`config.mk`:
```
export PLATFORM = sky130hd
export DESIGN_NAME = uart_word_assembler
export DESIGN_NICKNAME = d
export VERILOG_FILES = /design/src/rtl/uart_pkg.sv /design/src/rtl/sync_fifo_fwft.sv /design/src/rtl/uart_word_assembler.sv
export SDC_FILE = /design/constraint.sdc
export NUM_CORES = 1
export LEC_CHECK = 0
export BUFFER_PORTS_ARGS = -buffer_cell sky130_fd_sc_hd__buf_4
export CAP_MARGIN = 25
export CORE_MARGIN = 4
export CORE_UTILIZATION = 57
export CTS_CLUSTER_SIZE = 12
export DETAILED_ROUTE_END_ITERATION = 8
export HOLD_SLACK_MARGIN = 0.02
export PLACE_DENSITY = 0.87
export RECOVER_POWER = 25
export SYNTH_ARGS = -nofsm -noshare
export SYNTH_HDL_FRONTEND = slang
export SYNTH_HIERARCHICAL = 1
export SYNTH_SLANG_ARGS = --single-unit
```
`constraint.sdc`:
```
create_clock -name clk -period 2.7 [get_ports clk]
set_clock_uncertainty 0.2 [all_clocks]
set_input_delay 0.54 -clock clk [delete_from_list [all_inputs] [get_ports clk]]
set_output_delay 0.54 -clock clk [all_outputs]
set_load 0.02 [all_outputs]
```
`src/rtl/uart_pkg.sv`:
```
// uart_pkg: shared constants, types and helpers for the UART byte-to-word path
package uart_pkg;

    localparam int UART_BYTE_W = 8;

    // Generic occupancy count, wide enough for any practical word buffer
    typedef logic [7:0] fill_t;

    function automatic int bytes_per_word(input int w);
        return w / UART_BYTE_W;
    endfunction

endpackage

```
`src/rtl/sync_fifo_fwft.sv`:
```
// sync_fifo_fwft: first-word-fall-through FIFO with a registered head word and occupancy count
module sync_fifo_fwft
    import uart_pkg::*;
#(
    parameter int WIDTH = 16,
    parameter int DEPTH = 4
) (
    input  logic                       clk,
    input  logic                       rst,
    input  logic                       i_push,
    input  logic [WIDTH-1:0]           i_data,
    input  logic                       i_pop,
    output logic [WIDTH-1:0]           o_data,
    output logic                       o_full,
    output logic                       o_empty,
    output logic [$clog2(DEPTH+1)-1:0] o_count
);

    localparam int PTR_W = $clog2(DEPTH);
    localparam int CNT_W = $clog2(DEPTH + 1);

    logic [WIDTH-1:0] r_mem [DEPTH];
    logic [PTR_W-1:0] r_wr;
    logic [PTR_W-1:0] r_rd;
    logic [CNT_W-1:0] r_count;
    logic [WIDTH-1:0] r_head;
    logic             w_push;
    logic             w_pop;
    logic [PTR_W-1:0] w_rd_nxt;

    assign o_full   = r_count == CNT_W'(DEPTH);
    assign o_empty  = r_count == '0;
    assign w_pop    = i_pop & ~o_empty;
    assign w_push   = i_push & (~o_full | w_pop);
    assign w_rd_nxt = r_rd + PTR_W'(1);
    assign o_data   = r_head;
    assign o_count  = r_count;

    // Storage: written on every accepted push; contents are meaningless until counted
    always_ff @(posedge clk) begin
        if (w_push)
            r_mem[r_wr] <= i_data;
    end

    // Pointers wrap naturally; full/empty come from the count, not pointer compare
    always_ff @(posedge clk) begin
        if (!rst) begin
            r_wr    <= '0;
            r_rd    <= '0;
            r_count <= '0;
        end else begin
            if (w_push)
                r_wr <= r_wr + PTR_W'(1);
            if (w_pop)
                r_rd <= w_rd_nxt;
            if (w_push != w_pop)
                r_count <= w_push ? r_count + CNT_W'(1) : r_count - CNT_W'(1);
        end
    end

    // Head word only moves on a pop or when a push lands in an empty (or emptying) FIFO
    always_ff @(posedge clk) begin
        if (!rst)
            r_head <= '0;
        else if (w_pop && r_count > CNT_W'(1))
            r_head <= r_mem[w_rd_nxt];
        else if (w_push && (o_empty || w_pop))
            r_head <= i_data;
    end

endmodule

```
`src/rtl/uart_word_assembler.sv`:
```
// uart_word_assembler: packs UART bytes into words and buffers them behind a valid/ready port
module uart_word_assembler
    import uart_pkg::*;
#(
    parameter int WORD_WIDTH     = 16,
    parameter bit BIG_ENDIAN     = 1'b0,
    parameter int FIFO_DEPTH     = 4,
    parameter int TIMEOUT_CYCLES = 0
) (
    input  logic                            clk,
    input  logic                            rst,
    input  logic                            i_uart_byte_ready,
    input  logic [UART_BYTE_W-1:0]          i_uart_byte,
    output logic [WORD_WIDTH-1:0]           o_word_data,
    output logic                            o_word_valid,
    input  logic                            i_word_ready,
    output logic [$clog2(FIFO_DEPTH+1)-1:0] o_fill_level,
    output logic                            o_overflow,
    output logic                            o_timeout_err
);

    localparam int BPW    = bytes_per_word(WORD_WIDTH);
    localparam int K_W    = $clog2(BPW);
    localparam int IDLE_W = TIMEOUT_CYCLES > 0 ? $clog2(TIMEOUT_CYCLES + 1) : 1;

    localparam logic [K_W-1:0]    K_LAST   = K_W'(BPW - 1);
    localparam logic [IDLE_W-1:0] IDLE_MAX = IDLE_W'(TIMEOUT_CYCLES);

    logic [1:0]            r_hist;
    logic [K_W-1:0]        r_k;
    logic [WORD_WIDTH-1:0] r_asm;
    logic [IDLE_W-1:0]     r_idle;
    logic                  r_ovf;
    logic                  r_to;

    logic                  w_evt;
    logic                  w_last;
    logic                  w_push;
    logic                  w_pop;
    logic                  w_full;
    logic                  w_empty;
    logic                  w_timeout;
    logic [K_W-1:0]        w_lane;
    logic [WORD_WIDTH-1:0] w_merged;

    assign w_evt        = r_hist == 2'b01;
    assign w_last       = r_k == K_LAST;
    assign w_push       = w_evt & w_last;
    assign w_pop        = o_word_valid & i_word_ready;
    assign w_lane       = BIG_ENDIAN ? K_LAST - r_k : r_k;
    assign w_timeout    = (TIMEOUT_CYCLES > 0) && !w_evt && (r_k != '0) && (r_idle == IDLE_MAX);
    assign o_word_valid = ~w_empty;
    assign o_overflow   = r_ovf;
    assign o_timeout_err = r_to;

    // Drop the incoming byte into its lane, leaving the other lanes untouched
    always_comb begin
        w_merged = r_asm;
        w_merged[w_lane*UART_BYTE_W +: UART_BYTE_W] = i_uart_byte;
    end

    // Ready history; reset to 11 so a level already high at release is not a new byte
    always_ff @(posedge clk) begin
        if (!rst)
            r_hist <= 2'b11;
        else
            r_hist <= {r_hist[0], i_uart_byte_ready};
    end

    // Byte index and assembly register; a byte event beats a same-cycle timeout
    always_ff @(posedge clk) begin
        if (!rst) begin
            r_k   <= '0;
            r_asm <= '0;
        end else if (w_evt) begin
            r_asm <= w_merged;
            r_k   <= w_last ? '0 : r_k + K_W'(1);
        end else if (w_timeout) begin
            r_k   <= '0;
            r_asm <= '0;
        end
    end

    // Idle counter: runs only while a word is partially assembled, saturates at the limit
    always_ff @(posedge clk) begin
        if (!rst || w_evt || w_timeout)
            r_idle <= '0;
        else if (TIMEOUT_CYCLES > 0 && r_k != '0 && r_idle != IDLE_MAX)
            r_idle <= r_idle + IDLE_W'(1);
    end

    // Single-cycle error pulses: dropped word on a full FIFO, discarded partial word
    always_ff @(posedge clk) begin
        if (!rst) begin
            r_ovf <= 1'b0;
            r_to  <= 1'b0;
        end else begin
            r_ovf <= w_push & w_full & ~w_pop;
            r_to  <= w_timeout;
        end
    end

    sync_fifo_fwft #(
        .WIDTH (WORD_WIDTH),
        .DEPTH (FIFO_DEPTH)
    ) u_fifo (
        .clk     (clk),
        .rst     (rst),
        .i_push  (w_push),
        .i_data  (w_merged),
        .i_pop   (w_pop),
        .o_data  (o_word_data),
        .o_full  (w_full),
        .o_empty (w_empty),
        .o_count (o_fill_level)
    );

endmodule

```
* Yosys cells after proc, flatten, opt, wreduce, memory -nomap -nowiden
Memories as Yosys holds them, arrays and structs flattened. Cells that the tools add are included.
Cells by class: shift operators 2, $lt $le $gt $ge 1, reductions and logical operators 5, add/subtract/negate cells 6, multiplexer cells 7, equal/unequal tests 3, bitwise logic cells 10
Operators with widths (count):
- $neg A4 Y34 | 1
- $shift A8 B34 Y16 const A | 1
- $shiftx A8 B34 Y16 | 1
- $mux W16 | 2
- $bwmux W16 | 1
- $and A1 B1 Y1 | 6
- $add A2 B1 Y2 const B | 2
- $add A3 B1 Y3 const B | 1
- $eq A3 B3 Y1 const B | 1
- $gt A3 B1 Y1 const B | 1
- $logic_not A3 Y1 | 1
- $mux W1 | 3
- $mux W3 | 1
- $not A1 Y1 | 3
- $sub A3 B1 Y3 const B | 1
- $eq A2 B1 Y1 const B | 1
- $logic_and A1 B1 Y1 | 2
- $reduce_bool A2 Y1 | 1
- $add A1 B1 Y1 const B | 1
- $logic_or A1 B1 Y1 | 1
- $ne A1 B1 Y1 | 1
- $or A1 B1 Y1 | 1
Storage, ports and cells: bits in writable memories 64, output and inout port bits 22, register bits 43, logic and storage cells 43, memories kept 1
Memory list:
- u_fifo.r_mem | depth 4, bits a word 16, rd ports 1, clocked after Yosys merged registers in 0, write ports 1, line sync_fifo_fwft.sv:22 | logic [WIDTH-1:0] r_mem [DEPTH];

* Longest topological paths before layout
depth in word-level cells 9, gate-level depth with buffers 11

* Modules after synthesis
Netlist, hierarchy kept.
Modules (own cells, without submodules):
- sync_fifo_fwft | area an instance 3573.4 sq um, cells an instance 238, instances 1
- uart_word_assembler | area an instance 933.4 sq um, cells an instance 104, instances 1

* Least setup slack after synthesis
Ideal clock, no wire load.
path kind register to register, start register u_fifo.r_count[0] (netlist: u_fifo/o_count[0]), end memory u_fifo.r_mem[0][0], enable pin, slack 0.009 ns, buffers on the path 1, stages on the path, launching flop included 9, clock period less this slack 2.691 ns, arrival time 2.117 ns, cells stage by stage dfxtp_1 > inv_1 > ha_1 > nand2b_4 > inv_2 > nor2b_1 > clkbuf_2 > nand3b_1 > and3_1
On the way: longest elaborated chain between the ends 8, elaborated cells between the ends (all ways) 10, classes of those cells eq/ne (1); mux (2); bitwise (6); reduce/logical (1)
RTL lines:
- start: declaration | line sync_fifo_fwft.sv:25 | logic [CNT_W-1:0] r_count;
- start signal: assignment | line sync_fifo_fwft.sv:57 | r_count <= w_push ? r_count + CNT_W'(1) : r_count - CNT_W'(1);
- $logic_not A3 Y1 | line sync_fifo_fwft.sv:32 | assign o_empty = r_count == '0;
- via w_empty | line uart_word_assembler.sv:41 | logic w_empty;
- $not A1 Y1 | line uart_word_assembler.sv:52 | assign o_word_valid = ~w_empty;
- $and A1 B1 Y1 | line uart_word_assembler.sv:49 | assign w_pop = o_word_valid & i_word_ready;
- via w_pop | line uart_word_assembler.sv:39 | logic w_pop;
- $and A1 B1 Y1 | line sync_fifo_fwft.sv:33 | assign w_pop = i_pop & ~o_empty;
- $or A1 B1 Y1 | line sync_fifo_fwft.sv:34 | assign w_push = i_push & (~o_full | w_pop);
- $and A1 B1 Y1 | line sync_fifo_fwft.sv:34
- $mux W1 | line sync_fifo_fwft.sv:41 | if (w_push)
- $mux W1 (not written as such) | line sync_fifo_fwft.sv:42 | r_mem[r_wr] <= i_data;
- end: declaration | line sync_fifo_fwft.sv:22
The timed path passes the listed nets, and every way through them passes these cells.

* Worst setup path in the final report
start register u_fifo.r_count[0] (netlist: u_fifo/o_count[0]), end memory u_fifo.r_mem[1][9], enable pin
The elaborated chain is that of the path after synthesis.

==> report_table.html <==
<table>
<tr><th>Metric</th><th>Value</th></tr>
<tr><th colspan="2">Run status</th></tr>
<tr><td>Result of the run</td><td>completed</td></tr>
<tr><th colspan="2">Floorplan</th></tr>
<tr><td>Core Box Area</td><td>about 0.0077 mm^2</td></tr>
<tr><td>Vertical die dimension</td><td>96.92 um</td></tr>
<tr><td>Total number of placement rows</td><td>32</td></tr>
<tr><td>Die area</td><td>0.009393 mm^2</td></tr>
<tr><td>Starting density of the core</td><td>0.5832</td></tr>
<tr><td>Floorplan die width</td><td>around 97 um</td></tr>
<tr><td>Number of top-level pins</td><td>34</td></tr>
<tr><th colspan="2">Yosys</th></tr>
<tr><td>Post-synthesis sequential element count</td><td>about 110</td></tr>
<tr><td>Net Count, Synth</td><td>between 300 and 400</td></tr>
<tr><td>Number of instances in the synthesized netlist</td><td>342</td></tr>
<tr><td>Total standard cell area after synthesis</td><td>0.004507 mm^2</td></tr>
<tr><td>Proportion of synthesized chip area in sequential cells</td><td>0.6174</td></tr>
<tr><td>Post-synthesis cell type count</td><td>42</td></tr>
<tr><td>Post-synthesis average cell area</td><td>13.18 um^2</td></tr>
<tr><td>Count of synthesis-stage warnings from yosys</td><td>6</td></tr>
<tr><th colspan="2">Place</th></tr>
<tr><td>Placement-stage cell area</td><td>0.004832 mm^2</td></tr>
<tr><td>Setup slack at placement</td><td>35.59 ps</td></tr>
<tr><td>HPWL reported at the end of detailed placement</td><td>6158 um</td></tr>
<tr><td>Count of buffers inserted at the top-level ports</td><td>32</td></tr>
<tr><td>Last weighted congestion value of the routability-driven placer</td><td>~0.83</td></tr>
<tr><th colspan="2">Timing</th></tr>
<tr><td>RSZ-0062 raised after global routing</td><td>false</td></tr>
<tr><td>Achievable frequency</td><td>approximately 0.40 GHz</td></tr>
<tr><td>Post-route minimum period</td><td>~2500 ps</td></tr>
<tr><td>Max-slew violation count</td><td>0</td></tr>
<tr><td>Rel. slew slack</td><td>0.3560</td></tr>
<tr><td>Number of setup violations in the final report</td><td>0</td></tr>
<tr><td>Post-Route Hold Slack</td><td>150.1 ps</td></tr>
<tr><td>Final critical-path share of the clock period</td><td>0.9319</td></tr>
<tr><td>Hold Vio Cnt, Final</td><td>0</td></tr>
<tr><td>Transition time of the tightest slew-check pin</td><td>966.0 ps</td></tr>
<tr><td>Final total negative setup slack</td><td>0 ps</td></tr>
<tr><td>Final critical-path setup slack</td><td>approximately 180 ps</td></tr>
<tr><th colspan="2">GRT</th></tr>
<tr><td>GR Util All Layers</td><td>0.2044</td></tr>
<tr><td>Number of global-route vias before repair</td><td>2864</td></tr>
<tr><td>Aggregate global routing overflow</td><td>0</td></tr>
<tr><td>Global-route wire length before repair</td><td>around 15000 um</td></tr>
<tr><td>Maximum number of pins on one net before global-route repair</td><td>32</td></tr>
<tr><td>Number of antenna violations at the first check in global routing</td><td>0</td></tr>
<tr><th colspan="2">Worst setup path</th></tr>
<tr><td>Critical R2R Capture</td><td>u_fifo/r_mem[1][9]</td></tr>
<tr><td>CP Capture Type</td><td>register</td></tr>
<tr><td>Startpoint class of the critical path</td><td>register</td></tr>
<tr><td>Crit-path max FO</td><td>16</td></tr>
<tr><td>Worst EP arrival</td><td>roughly 2400 ps</td></tr>
<tr><td>R2r setup slk</td><td>180 ps</td></tr>
<tr><td>Startpoint of the worst-slack reg-to-reg timing path</td><td>u_fifo/o_count[0]</td></tr>
<tr><td>Path type of the worst setup path</td><td>reg2reg</td></tr>
<tr><td>Critical path data required time</td><td>2550 ps</td></tr>
<tr><td>R2R cell count</td><td>8</td></tr>
<tr><th colspan="2">Power</th></tr>
<tr><td>Fraction of power consumed by combinational cells</td><td>0.096</td></tr>
<tr><td>Clk network pwr share</td><td>0.351</td></tr>
<tr><td>Cell Int Power</td><td>0.002450 W</td></tr>
<tr><td>Max rail drop VDD</td><td>roughly 0.38 mV</td></tr>
<tr><td>Switching part of the total</td><td>0.2325</td></tr>
<tr><td>Leak pwr</td><td>~1.8 nW</td></tr>
<tr><td>Flop pwr share</td><td>0.553</td></tr>
<tr><td>Power per Cell Area</td><td>approximately 630 mW/mm^2</td></tr>
<tr><td>Net load switching power</td><td>approximately 0.00074 W</td></tr>
<tr><th colspan="2">Drt</th></tr>
<tr><td>Via density per instance</td><td>approximately 5.9</td></tr>
<tr><td>First drt pass iteration count</td><td>4</td></tr>
<tr><td>Residual DRC count</td><td>0</td></tr>
<tr><td>Antenna-violating nets left</td><td>0</td></tr>
<tr><td>Routed vias</td><td>2873</td></tr>
<tr><td>Detailed-route wire length per cell</td><td>19.25 um</td></tr>
<tr><td>DRC marker count from the first detailed-route iteration</td><td>approximately 260</td></tr>
<tr><td>Total detailed-routing wirelength</td><td>9300 um</td></tr>
<tr><th colspan="2">Hold path</th></tr>
<tr><td>Worst hold-check path type</td><td>in2reg</td></tr>
<tr><td>Cell depth of the worst hold path</td><td>2</td></tr>
<tr><td>Startpoint of the lowest-slack hold path</td><td>i_uart_byte_ready</td></tr>
<tr><td>Worst-case hold path end point</td><td>r_hist[0]</td></tr>
<tr><th colspan="2">Final layout</th></tr>
<tr><td>Count of fill cells added during filler insertion</td><td>between 500 and 600</td></tr>
<tr><td>Net total in the final layout</td><td>396</td></tr>
<tr><td>Area taken by multi-input logic gates</td><td>0.001545 mm^2</td></tr>
<tr><td>Post-route cell area</td><td>just over 0.005 mm^2</td></tr>
<tr><td>Layout Area Growth over Synthesis</td><td>13.02%</td></tr>
<tr><td>Total area of sequential cells</td><td>0.002783 mm^2</td></tr>
<tr><td>Antenna cell count</td><td>0</td></tr>
<tr><td>Most frequent standard cell in the layout excluding fill and tap cells</td><td>edfxtp_1</td></tr>
<tr><td>Fraction of final layout cells with drive strength greater than 1</td><td>0.2388</td></tr>
<tr><td>Highest-count cells in the layout ignoring fill and taps</td><td>edfxtp_1, nand2_1, dfxtp_1</td></tr>
<tr><th colspan="2">Clocking</th></tr>
<tr><td>TritonCTS clock tree</td><td>done</td></tr>
<tr><td>H-tree depth</td><td>3</td></tr>
<tr><td>Total of hold buffers inserted after clock tree synthesis</td><td>0</td></tr>
<tr><td>Clk Latency, worst-skew pair</td><td>370 ps</td></tr>
<tr><td>Longest Clk Path Bufs</td><td>2</td></tr>
<tr><td>Clock transition time at the flip-flop clock pins of the worst setup and hold paths</td><td>about 100 ps</td></tr>
<tr><td>Clk root buf</td><td>clkbuf_8</td></tr>
<tr><td>Clock sink count</td><td>107</td></tr>
<tr><td>Num CTS Buffers</td><td>9</td></tr>
<tr><th colspan="2">Flow run</th></tr>
<tr><td>Number of max-cap violations</td><td>0</td></tr>
</table>
-- flip-flops by register name, indices dropped and copies added (netlist names) --
name / flops
u_fifo/r_wr: 2
u_fifo/o_count: 3
u_fifo/r_rd: 2
r_k: 1
r_asm: 16
u_fifo/r_mem: 64
u_fifo/o_data: 16
o_overflow: 1
r_hist: 2
-- timing repair --
action | 4_1_cts | 5_1_grt
pin swaps | 1 | 0
resized for setup | 0 | 2
hold endpoints to repair | 0 | 0
setup endpoints to repair | 1 | 57
buffers inserted | 2 | 0
-- metrics by stage --
stage,utilization,std cells,total power [W]
finish,0.6592,483,0.003193
global placement,0.6253,465,0.002091
CTS,0.6595,483,0.003205
floorplan,-,342,0.002010
detailed placement,0.6253,465,0.002104
global route,0.6592,483,0.003305
-- power groups by stage --
| stage | clock (W) | sequential (W) | combinational (W) |
|---|---|---|---|
| floorplan | 0 | 0.00181 | 0.000205 |
| global placement | 0 | 0.00180 | 0.000292 |
| detailed placement | 0 | 0.00180 | 0.000302 |
| CTS | 0.00114 | 0.00176 | 0.000305 |
| global route | 0.00121 | 0.00177 | 0.000328 |
| finish | 0.00112 | 0.00176 | 0.000308 |
-- routing by layer --
metal,GRT usage,share of wire
met5,0,0
met4,0.06048,0.019
met3,0.05191,0.10
met2,0.3429,0.51
met1,0.2631,0.37
-- worst max-delay path: stages, from the launching register on --
cell	delay [ps]
dfxtp_1	430
inv_1	110
ha_1	310
nand2b_4	140
inv_2	80
nor2b_2	200
nand3b_1	260
and3_1	190
buf_4	270
-- cell families (layout without fill, tap and decap cells) --
group,Yosys count,count (layout),share of synthesized area
AO/OA/AOI/OAI,37,37,0.06330
XOR/XNOR,4,4,0.007775
adder cells (fa/ha/maj),8,8,0.02221
buffers and inverters,31,70,0.03998
flip-flops,107,107,0.6174
multiplexers,33,33,0.1230
other,1,1,0.0008321
AND/OR/NAND/NOR,121,121,0.1255
-- cell usage after synthesis --
cell	count	area, um^2
mux4_2	16	360.4
xor2_1	2	17.52
conb_1	1	3.750
buf_4	4	30.03
inv_1	7	26.28
edfxtp_1	64	1922
nor2_2	1	6.260
mux2_4	1	15.01
or2_1	1	6.260
dfxtp_1	43	860.8
nand3b_2	1	11.26
mux2i_1	1	10.01
o21ai_4	1	16.27
nand2b_1	4	25.02
nor2_1	20	75.07
xnor2_1	2	17.52
nor2b_1	2	12.51
nand3b_1	3	22.52
nand2b_4	1	13.76
a31oi_1	1	6.260
a211oi_1	1	7.510
nand3_1	18	90.09
mux2_2	15	168.9
a21oi_1	4	20.02
buf_6	3	33.78
o22ai_1	1	6.260
and3_1	4	25.02
and2_1	2	12.51
o21ai_0	9	45.04
inv_2	3	11.26
a21oi_2	1	8.760
ha_1	8	100.1
buf_12	1	20.02
clkbuf_1	5	18.77
a21boi_4	1	18.77
o211ai_1	1	7.510
clkbuf_2	2	10.01
nor3_1	18	90.09
nand2_1	45	168.9
buf_2	6	30.03
or2_2	1	6.260
a311oi_1	17	148.9
-- cell type report --
| class | count | area share |
|---|---|---|
| Tap cell | 102 | 0.02506 |
| Clock inverter | 3 | 0.009334 |
| Timing Repair Buffer | 44 | 0.06902 |
| Inverter | 10 | 0.007369 |
| Multi-Input combinational cell | 204 | 0.3034 |
| Sequential cell | 107 | 0.5463 |
| Clock buffer | 13 | 0.03955 |
-- worst max-delay path by stage --
stage / start / to / slack (ps) / depth (start not counted)
after CTS: u_fifo/o_count[0] / u_fifo/o_data[0] / 50 / 8
after detailed placement: u_fifo/o_count[0] / u_fifo/o_data[0] / 40 / 9
after floorplan: u_fifo/o_count[0] / u_fifo/r_mem[0][0] / 9 / 8
after global placement: u_fifo/o_count[0] / u_fifo/o_data[11] / 240 / 9
after global routing: u_fifo/o_count[0] / u_fifo/r_mem[3][5] / 30 / 8
final: u_fifo/o_count[0] / u_fifo/r_mem[1][9] / 180 / 8
(Power assumes the default switching activity.)
